==> src/rtl/fetch_unit.sv <==
// Instruction-fetch stage: owns fetch_pc, issues single-outstanding imem requests, queues fetched words for decode.
// Defining FETCH_STATS_EN adds the stat_fetched / stat_flushed saturating counters.
module fetch_unit #(
  parameter int              XLEN     = 32,
  parameter logic [XLEN-1:0] RESET_PC = '0,
  parameter int              FQ_DEPTH = 4
) (
  input  logic            clk,
  input  logic            reset,
  output logic            imem_req,
  output logic [XLEN-1:0] imem_addr,
  input  logic            imem_rvalid,
  input  logic [31:0]     imem_rdata,
  output logic            if_valid,
  input  logic            if_ready,
  output logic [31:0]     if_instruction,
  output logic [XLEN-1:0] if_pc,
  output logic [XLEN-1:0] if_pc_plus_four,
  input  logic            predict_redirect,
  input  logic [XLEN-1:0] predict_target,
  input  logic            mispredict_redirect,
  input  logic [XLEN-1:0] mispredict_target
`ifdef FETCH_STATS_EN
  ,
  output logic [31:0]     stat_fetched,
  output logic [31:0]     stat_flushed
`endif
);
  localparam int PTR_W = (FQ_DEPTH > 1) ? $clog2(FQ_DEPTH) : 1;
  localparam int CNT_W = $clog2(FQ_DEPTH + 1);

  typedef enum logic [1:0] {IDLE, WAIT, DROP} state_t;

  state_t            state_reg, state_next;
  logic [XLEN-1:0]   fetch_pc_reg, fetch_pc_next;
  logic [PTR_W-1:0]  rd_ptr_reg, wr_ptr_reg;
  logic [CNT_W-1:0]  count_reg;
  logic              drop_pending_reg;
  logic              reset_q_reg;

  logic [31:0]       instr_mem [FQ_DEPTH];
  logic [XLEN-1:0]   pc_mem    [FQ_DEPTH];
  logic [XLEN-1:0]   pc4_mem   [FQ_DEPTH];

  logic              honour_predict, redirect, deq, enq, discard_resp;
  logic [XLEN-1:0]   redirect_pc;

  assign if_valid        = (count_reg != '0);
  assign if_instruction  = instr_mem[rd_ptr_reg];
  assign if_pc           = pc_mem[rd_ptr_reg];
  assign if_pc_plus_four = pc4_mem[rd_ptr_reg];
  assign imem_addr       = fetch_pc_reg;

  // A predict only counts for the instruction actually handed off, and a mispredict overrides it.
  assign honour_predict = predict_redirect && if_valid && if_ready && !mispredict_redirect;
  assign redirect       = mispredict_redirect || honour_predict;
  assign redirect_pc    = (mispredict_redirect ? mispredict_target : predict_target) & ~XLEN'(3);
  assign deq            = if_valid && if_ready && !mispredict_redirect;

  always_comb begin
    state_next    = state_reg;
    fetch_pc_next = fetch_pc_reg;
    imem_req      = 1'b0;
    enq           = 1'b0;
    discard_resp  = 1'b0;
    unique case (state_reg)
      IDLE: begin
        imem_req = !reset && (count_reg < CNT_W'(FQ_DEPTH)) && !predict_redirect
                   && !mispredict_redirect && !drop_pending_reg;
        if (imem_req) state_next = WAIT;
        discard_resp = drop_pending_reg && imem_rvalid;
      end
      WAIT: begin
        if (imem_rvalid) begin
          state_next = IDLE;
          if (redirect) begin
            discard_resp = 1'b1;
          end else begin
            enq           = 1'b1;
            fetch_pc_next = fetch_pc_reg + XLEN'(4);
          end
        end else if (redirect) begin
          state_next = DROP;
        end
      end
      DROP: begin
        if (imem_rvalid) begin
          discard_resp = 1'b1;
          state_next   = IDLE;
        end
      end
      default: state_next = IDLE;
    endcase
    if (redirect) fetch_pc_next = redirect_pc;
  end

  always_ff @(posedge clk) begin
    reset_q_reg <= reset;
    if (reset) begin
      state_reg    <= IDLE;
      fetch_pc_reg <= RESET_PC;
      rd_ptr_reg   <= '0;
      wr_ptr_reg   <= '0;
      count_reg    <= '0;
      // Remember a stale response only across a one-cycle reset; a held reset starts clean.
      drop_pending_reg <= ((state_reg != IDLE) || (drop_pending_reg && !reset_q_reg)) && !imem_rvalid;
    end else begin
      state_reg    <= state_next;
      fetch_pc_reg <= fetch_pc_next;
      if (discard_resp) drop_pending_reg <= 1'b0;
      if (redirect) begin
        rd_ptr_reg <= '0;
        wr_ptr_reg <= '0;
        count_reg  <= '0;
      end else begin
        if (enq) wr_ptr_reg <= wr_ptr_reg + 1'b1;
        if (deq) rd_ptr_reg <= rd_ptr_reg + 1'b1;
        count_reg <= count_reg + CNT_W'(enq) - CNT_W'(deq);
      end
    end
  end

  always_ff @(posedge clk) begin
    if (enq) begin
      instr_mem[wr_ptr_reg] <= imem_rdata;
      pc_mem[wr_ptr_reg]    <= fetch_pc_reg;
      pc4_mem[wr_ptr_reg]   <= fetch_pc_reg + XLEN'(4);
    end
  end

`ifdef FETCH_STATS_EN
  logic [31:0]      fetched_reg, flushed_reg;
  logic [CNT_W-1:0] flush_entries;
  logic [32:0]      fetched_sum, flushed_sum;

  always_comb begin
    flush_entries = '0;
    if (mispredict_redirect)  flush_entries = count_reg;
    else if (honour_predict)  flush_entries = count_reg - CNT_W'(1);
  end

  assign fetched_sum = {1'b0, fetched_reg} + 33'(enq);
  assign flushed_sum = {1'b0, flushed_reg} + 33'(flush_entries) + 33'(discard_resp);

  always_ff @(posedge clk) begin
    if (reset) begin
      fetched_reg <= '0;
      flushed_reg <= '0;
    end else begin
      fetched_reg <= fetched_sum[32] ? '1 : fetched_sum[31:0];
      flushed_reg <= flushed_sum[32] ? '1 : flushed_sum[31:0];
    end
  end

  assign stat_fetched = fetched_reg;
  assign stat_flushed = flushed_reg;
`endif

endmodule
==> config.mk <==
export PLATFORM = sky130hd
export DESIGN_NAME = fetch_unit
export DESIGN_NICKNAME = d
export VERILOG_FILES = /design/src/rtl/fetch_unit.sv
export SDC_FILE = /design/constraint.sdc
export NUM_CORES = 1
export LEC_CHECK = 0
export BUFFER_PORTS_ARGS = -buffer_cell sky130_fd_sc_hd__buf_4
export CAP_MARGIN = 25
export CORE_MARGIN = 2
export CORE_UTILIZATION = 52
export CTS_CLUSTER_SIZE = 25
export DETAILED_ROUTE_END_ITERATION = 8
export HOLD_SLACK_MARGIN = 0.05
export MAX_ROUTING_LAYER = met4
export PLACE_DENSITY = 0.77
export RECOVER_POWER = 100
export SYNTH_ARGS = -nofsm -noshare
export SYNTH_HDL_FRONTEND = slang
export SYNTH_SLANG_ARGS = --single-unit
==> constraint.sdc <==
create_clock -name clk -period 4.1 [get_ports clk]
set_input_delay 0.82 -clock clk [delete_from_list [all_inputs] [get_ports clk]]
set_output_delay 0.82 -clock clk [all_outputs]
set_load 0.01 [all_outputs]
; ---- Yosys cells after proc, flatten, opt, wreduce, memory -nomap -nowiden
; Memory sizes are Yosys's and may differ from the RTL's. A register that Yosys moved wholly into a read port is not among the register bits.
; Index checks and enable logic that the tools add are counted.
; W data, S select, Z words.
[word_totals]
memories = 3
ram_bits = 384
reg_bits = 43
input_bits = 102
[op_classes]
n_mux = 27
n_eq_ne = 5
add_sub_neg = 5
n_reduce_logical = 30
n_lt_le_gt_ge = 1
[memory_table]
columns = memory, words, width, read_ports, rd_clocked_by_memory_dff, wr, line
row1 = instr_mem, 4, 32, 1, 1, 1, 41  ; logic [31:0] instr_mem [FQ_DEPTH];
row2 = pc4_mem, 4, 32, 1, 1, 1, 43  ; logic [XLEN-1:0] pc4_mem [FQ_DEPTH];
row3 = pc_mem, 4, 32, 1, 1, 1, 42  ; logic [XLEN-1:0] pc_mem [FQ_DEPTH];
[op_table]
columns = cell, count
row1 = $mux W32, 4
row2 = $add A32 B3 Y32 const B, 1
row3 = $mux W2, 10
row4 = $logic_and A1 B1 Y1, 12
row5 = $mux W1, 11
row6 = $reduce_bool A2 Y1, 4
row7 = $logic_not A1 Y1, 6
row8 = $pmux W2 S3, 1
row9 = $add A2 B1 Y2 const B, 2
row10 = $ne A2 B2 Y1 const B, 2
row11 = $reduce_and A2 Y1, 2
row12 = $add A3 B1 Y3, 1
row13 = $lt A3 B3 Y1 const B, 1
row14 = $ne A3 B3 Y1 const B, 1
row15 = $pmux W1 S3, 1
row16 = $reduce_and A3 Y1, 1
row17 = $reduce_bool A3 Y1, 1
row18 = $sub A3 B1 Y3, 1
row19 = $eq A2 B1 Y1 const B, 1
row20 = $eq A2 B2 Y1 const B, 1
row21 = $logic_not A2 Y1, 1
row22 = $logic_or A1 B1 Y1, 2
row23 = $reduce_or A2 Y1, 1

; ---- Logic depth before layout (Yosys ltp)
; Gate-level depths: netlist (run 1).
[depth]
word_depth = 10
depth_mapped = 11
ltp_nobuf = 11

; ---- Worst setup path before layout (run 1)
; No wires, ideal clock.
[synth_path]
kind = in2reg
start = input port imem_rvalid
end = memory instr_mem[0][0], enable pin
stages = 4
n_path_buf = 2
arrival_ns = 3.771
required_time_ns = 3.638
setup_time_ns = 0.462
path_slack_ns = -0.132
path_cell_list = and3b_1 clkbuf_1 buf_1 and3_1
[synth_via]
elab_chain_cells = 4
[synth_lines]
columns = element, line
row1 = from (decl), 12  ; input logic imem_rvalid,
row2 = $mux W1, 74  ; if (imem_rvalid) begin
row3 = $mux W1, 66  ; unique case (state_reg)
row4 = $mux W1, 124  ; if (enq) begin
row5 = $mux W1 (implied by the code), 125  ; instr_mem[wr_ptr_reg] <= imem_rdata;
row6 = to (decl), 41
; Every way passes these cells.

; ---- Final worst setup path (run 1)
[layout_path]
start = input port mispredict_redirect
end = output port imem_req
[layout_via]
elab_chain_cells = 4
[layout_lines]
columns = element, line
row1 = from (decl), 21  ; input logic mispredict_redirect,
row2 = $logic_not A1 Y1, 69  ; && !mispredict_redirect && !drop_pending_reg;
row3 = $logic_and A1 B1 Y1 (2 in series), 69
row4 = $mux W1, 66
row5 = to (decl), 10  ; output logic imem_req,
; Every way passes these cells.

==> impl_metrics.csv, run 1 <==
group,metric,value,unit
die,fp-row-count,64,
route,wl_per_cell,22.5,um
synthesis,yosysUniqueCellTypes,59,
status,status,"finished, violations left",
critical_path,crit_type,"input pin to primary output",
route,drc_errors,0,
clocking,clkLatencyLatePin,0.53,ns
layout,largest_registers,"instr_mem (128), pc4_mem (120), pc_mem (120)",
die,die_area,0.0329,sq mm
power,power.total,0.00877,W
synthesis,async_reset_ff_share,0,%
global_route,grt_pass1_wl,53300,um
layout,layout.nets,1215,
route,route.vias.total,8857,
timing,min_period,3.43,ns
clocking,cts_max_level,2,
place,place_congestion,0.824,
global_route,grt_overflow,0,
synthesis,syn-cell-area,0.0164,sq mm
status,violations,"capacitance limit, slew limit",
power,power_density,457,mW/mm^2
place,dp_hpwl,21500,um
layout,final_cells,1532,
timing,hold_viol_final,0,
route,drt-initial-drc-count,807,
critical_path,cp-start-kind,"input pin",
timing,rsz0062_at_grt,"no",
clocking,numCtsBuffers,42,
clocking,cts_resized,0,
global_route,grt_usage,22.0,%
power,p_leak,6.15,nW
place,dp.cells,1457,
synthesis,synth.avg_cell_area,18.7,sq um
critical_path,arrival,2.61,ns
critical_path,crit_path_end_kind,"primary output",
timing,setup_tns,0,ns
clocking,clockBufferDepth,3,
clocking,root_buffer,"clkbuf_16",
die,coreArea,0.0308,sq mm
timing,clock-skew-final,0.0192,ns
timing,drv_slew,140,
clocking,cts_setup_buffers,0,
clocking,clock_sinks,411,
timing,fmax,292,MHz
die,die_w,181,um
layout,largest-register,"instr_mem",
power,worst_ir_drop_vdd,227,uV
route,vias_per_cell,5.78,
global_route,grt_pass1_vias,9085,
critical_path,required,3.28,ns
synthesis,yosysMostFrequentCell,"edfxtp_1",
layout,drive_gt1_share,21.4,%
timing,worst_pin_slew,1.70,ns
die,io_pins,232,
die,die_height,181,um
synthesis,seq_area_frac_synth,72.8,%
synthesis,ys.flop_type,"edfxtp_1",
clocking,cts_tree,"yes",
synthesis,syn_inst,876,
synthesis,synth_edf_count,369,
layout,area_growth,17.2,%
synthesis,yosys.area.top_type,"edfxtp_1",
global_route,antenna_found_initial,0,
layout,largest_reg_flops,128,
clocking,cts.clk_slew.worst_paths,0.06,ns
synthesis,synth_common_cells,"edfxtp_1, mux4_2, dfxtp_1",
route,drtPass1Iterations,4,
route,ant_nets,0,
min_path,hold_class,"input pin to flip-flop",
timing,finalSetupViolCount,0,
synthesis,synth_top_area_share,67.7,%
clocking,hold_buffers,0,
synthesis,ys_top_cells_by_area,"edfxtp_1, mux4_2, dfxtp_1",
synthesis,synth_warnings,0,
critical_path,path_max_fanout,42,
flow_run,drv_cap,3,
layout,nFillCells,2281,
die,initial_core_util,53.1,%
route,routed_wl,34500,um
global_route,grt_start_max_net_pins,93,
timing,finalCritPeriodShare,83.6,%
place,port_buffers,221,
synthesis,yosys_register_bits,411,
timing,slew_headroom,-13.2,%
==> per-stage QoR <==
stage               cell area [sq um]  hold WS, ns  utilization (%)  setup WS [ns]
finish                          19200        0.498             62.2          0.671
CTS                             19900        0.466             64.6          0.899
global route                    19200        0.495             62.2          0.453
global placement                18500        0.505             60.0          0.912
floorplan                       16400        0.485                -          0.899
detailed placement              18500        0.518             60.0          0.882
==> cells in the final DEF (no fill, tap or decap), types with 14 or more instances in the layout <==
| cell type | netlist | final |
|---|---|---|
| and3_1 | 16 | 16 |
| mux4_2 | 92 | 92 |
| dfxtp_1 | 42 | 40 |
| nand4_1 | 14 | 14 |
| nor2_1 | 35 | 35 |
| nand2_1 | 30 | 30 |
| edfxtp_1 | 369 | 369 |
| nand3_1 | 23 | 24 |
| xor2_1 | 24 | 24 |
| buf_4 | 8 | 69 |
| clkbuf_16 | 0 | 45 |
| a211oi_1 | 19 | 19 |
| xnor2_1 | 30 | 30 |
| clkbuf_1 | 29 | 167 |
==> metal layers <==
metal	GRT usage (%)	up-vias	part of all wire, %
li1	-	3975	-
met2	34.1	365	48
met1	30.6	4467	43
met5	-	-	0
met4	5.11	0	1.7
met3	4.37	50	7.5
==> power breakdown <==
group | switching [W] | leakage (nW) | total [W] | internal, W
sequential | 0.0000693 | 3.70 | 0.00466 | 0.00460
clock | 0.00150 | 0.691 | 0.00386 | 0.00236
combinational | 0.000139 | 1.76 | 0.000244 | 0.000106
total | 0.00170 | 6.15 | 0.00877 | 0.00706
==> worst max-delay path: stages <==
cell and delay, ns:
clkbuf_2 0.49, or2_2 0.55, or4_1 0.43, nor3_1 0.16, buf_4 0.15
==> worst paths after layout <==
check                           slack [ns]                 from             end  cells after the start
worst min register to register        0.55        rd_ptr_reg[1]       flip-flop                      2
worst max-delay path                  0.67  mispredict_redirect        imem_req                      5
worst min-delay path                  0.50          imem_rvalid    state_reg[1]                      2
worst max register to register        0.69         state_reg[0]  pc4_mem[3][28]                      4
==> layout make-up <==
type / instances / area [sq um] / share of cell area [%]
clock buffer: 53 / 1160 / 6.02
clock inverter: 21 / 246 / 1.28
tap: 396 / 495 / 2.58
timing repair buffer: 238 / 1220 / 6.38
inverter: 12 / 45.0 / 0.235
antenna: 1 / 2.50 / 0.0130
sequential: 411 / 11900 / 62.2
multi-input combinational: 400 / 4090 / 21.3
==> cells by family (layout without fill, tap and decap cells) <==
logic type	count (synthesis)	count (layout)	synth area share, %
AND/OR/NAND/NOR	170	170	5.85
adder cells (fa/ha/maj)	8	8	0.657
other	1	7	0.0229
AO/OA/AOI/OAI	70	70	3.10
XOR/XNOR	54	54	2.89
flip-flops	411	411	72.8
buffers and inverters	70	324	2.01
multiplexers	92	92	12.7
No activity file was read; power rests on OpenSTA's default activity.
==> inputs of run 2 (changes only) <==
--- a/config.mk
+++ b/config.mk
@@ -8,12 +8,12 @@
 export BUFFER_PORTS_ARGS = -buffer_cell sky130_fd_sc_hd__buf_4
 export CAP_MARGIN = 25
 export CORE_MARGIN = 2
-export CORE_UTILIZATION = 52
+export CORE_UTILIZATION = 57
 export CTS_CLUSTER_SIZE = 25
 export DETAILED_ROUTE_END_ITERATION = 8
 export HOLD_SLACK_MARGIN = 0.05
 export MAX_ROUTING_LAYER = met4
-export PLACE_DENSITY = 0.77
+export PLACE_DENSITY = 0.8
 export RECOVER_POWER = 100
 export SYNTH_ARGS = -nofsm -noshare
 export SYNTH_HDL_FRONTEND = slang
==> constraint.sdc (replaced) <==
create_clock -name clk -period 3.2 [get_ports clk]
set_input_delay 0.64 -clock clk [delete_from_list [all_inputs] [get_ports clk]]
set_output_delay 0.64 -clock clk [all_outputs]
set_load 0.01 [all_outputs]
==> impl_metrics.csv, run 2 (synthesis results as in run 1) <==
group,metric,value,unit
timing,drv_slew,33,
min_path,hold_class,"input pin to flip-flop",
global_route,met3_usage,3.97,%
place,place_congestion,0.887,
power,power.net_switching,0.00224,W
layout,largest_reg_flops,128,
timing,rsz0062_at_grt,"no",
die,io_pins,232,
layout,drive_gt1_share,23.4,%
route,vias_per_cell,5.92,
critical_path,slowest_delay,0.69,ns
layout,nFillCells,1994,
timing,slew_headroom,-11.0,%
layout,layout.nets,1241,
global_route,grt_overflow,0,
layout,largest-register,"instr_mem",
critical_path,crit_type,"flip-flop to flip-flop",
place,port_buffers,221,
power,p_comb_share,3.2,%
global_route,grt_start_max_net_pins,57,
critical_path,crit_chain,"o311a_1, nor2_1, and3_2, buf_4",
layout,final_cells,1548,
route,drc_errors,0,
die,coreArea,0.0285,sq mm
critical_path,path_buf_inv,1,
timing,fmax,345,MHz
power,internal-power,0.00897,W
route,ant_nets,0,
die,initial_core_util,57.5,%
route,routed_wl,34700,um
timing,finalCritPeriodShare,90.6,%
clocking,cts.clk_slew.worst_paths,0.06,ns
clocking,clockBufferDepth,3,
critical_path,arrival,3.04,ns
timing,clock-skew-final,0.0199,ns
layout,final_cell_mix,"edfxtp_1, clkbuf_1, mux4_2",
clocking,cts_tree,"yes",
critical_path,path_max_fanout,56,
timing,hold_viol_final,0,
critical_path,crit_path_end_kind,"flip-flop",
clocking,root_buffer,"clkbuf_16",
critical_path,slowest_stage,"nor2_1",
critical_path,cp-start-kind,"flip-flop",
layout,antenna_cells,0,
clocking,clock_sinks,411,
global_route,grt_usage,23.9,%
timing,finalSetupViolCount,0,
route,drtPass1Iterations,5,
power,worst_ir_drop_vdd,369,uV
global_route,grtUsageMet1,32.9,%
clocking,cts_resized,0,
route,route.vias.total,9167,
status,violations,"capacitance limit, slew limit",
power,p_sw_share,20.0,%
critical_path,crit_family,"simple AND/OR/NAND/NOR gates",
die,die_w,173,um
global_route,gr-max-usage-layer,"met2",
flow_run,drv_cap,1,
place,dp_hpwl,22600,um
die,die_area,0.0301,sq mm
die,die_height,173,um
clocking,numCtsBuffers,41,
power,p_leak,6.28,nW
power,power.total,0.0112,W
timing,min_period,2.90,ns
power,seqPwrFrac,53.0,%
layout,largest_registers,"instr_mem (128), pc4_mem (120), pc_mem (120)",
global_route,antenna_found_initial,0,
timing,worst_pin_slew,1.66,ns
power,power_density,576,mW/mm^2
clocking,clkLatencyLatePin,0.53,ns
power,pwr-share-clk,43.8,%
status,status,"finished, violations left",
clocking,cts_setup_buffers,0,
clocking,cts_max_level,2,
global_route,grt_pass1_wl,53100,um
critical_path,required,3.34,ns
route,wl_per_cell,22.4,um
route,drt-initial-drc-count,827,
global_route,grt_pass1_vias,9230,
global_route,met2_usage,38.0,%
timing,setup_tns,0,ns
layout,area_growth,18.9,%
place,dp.cells,1472,
layout,final_common_cell,"edfxtp_1",
die,fp-row-count,62,
clocking,hold_buffers,0,
run 2: cell count changes in the layout (fill, tap and decap cells not counted), moves of 3 or more:
cell,before,now
and3_1,16,13
buf_12,4,10
buf_4,69,82
clkbuf_1,167,172
clkbuf_8,0,3
clkinv_2,8,5
clkinvlp_4,0,6
run 2: final timing paths:
| path | cells after the start | slack (ns) | to | startpoint |
|---|---|---|---|---|
| worst max register to register | 4 | 0.30 | instr_mem[1][31] | count_reg[2] |
| worst min register to register | 2 | 0.55 | flip-flop | rd_ptr_reg[1] |
| worst max-delay path | 4 | 0.30 | instr_mem[1][31] | count_reg[2] |
| worst min-delay path | 2 | 0.32 | state_reg[1] | imem_rvalid |
run 2: layer usage:
layer / wire, um / up-vias
li1: - / 4031
met1: 14800 / 4691
met2: 17000 / 401
met3: 2460 / 44
met4: 520 / 0
met5: 0 / -
run 2: final cells by class:
type / count / area, sq um / share of cell area [%]
timing repair buffer: 265 / 1480 / 7.58
sequential: 411 / 11900 / 61.3
clock inverter: 26 / 273 / 1.40
inverter: 12 / 45.0 / 0.231
clock buffer: 50 / 1130 / 5.82
tap: 384 / 480 / 2.47
multi-input combinational: 400 / 4130 / 21.2
run 2: per-stage QoR:
stage	utilization (%)	worst slack (ns)	hold WS, ns	instance area [sq um]
after global routing	68.4	0.193	0.311	19500
after floorplan	-	0.179	0.485	16400
after CTS	70.8	0.387	0.291	20200
final	68.4	0.300	0.324	19500
after detailed placement	65.9	0.471	0.532	18800
after global placement	65.9	0.483	0.504	18800
run 2: power groups by stage:
stage                     sequential, W  clock, W  combinational, W
final                           0.00594   0.00491          0.000358
after global routing            0.00595   0.00520          0.000390
after CTS                       0.00595   0.00497          0.000410
after detailed placement        0.00606         0          0.000407
after global placement          0.00606         0          0.000396
after floorplan                 0.00606         0          0.000164
run 2: worst register-to-register path: cells and delay by family (launching register included):
family / cells / cell delay [ns]
AOI/OAI and AO/OA: 1 / 0.40
and+or+nand+nor: 2 / 1.03
DFF: 1 / 0.36
buffers and inverters: 1 / 0.67
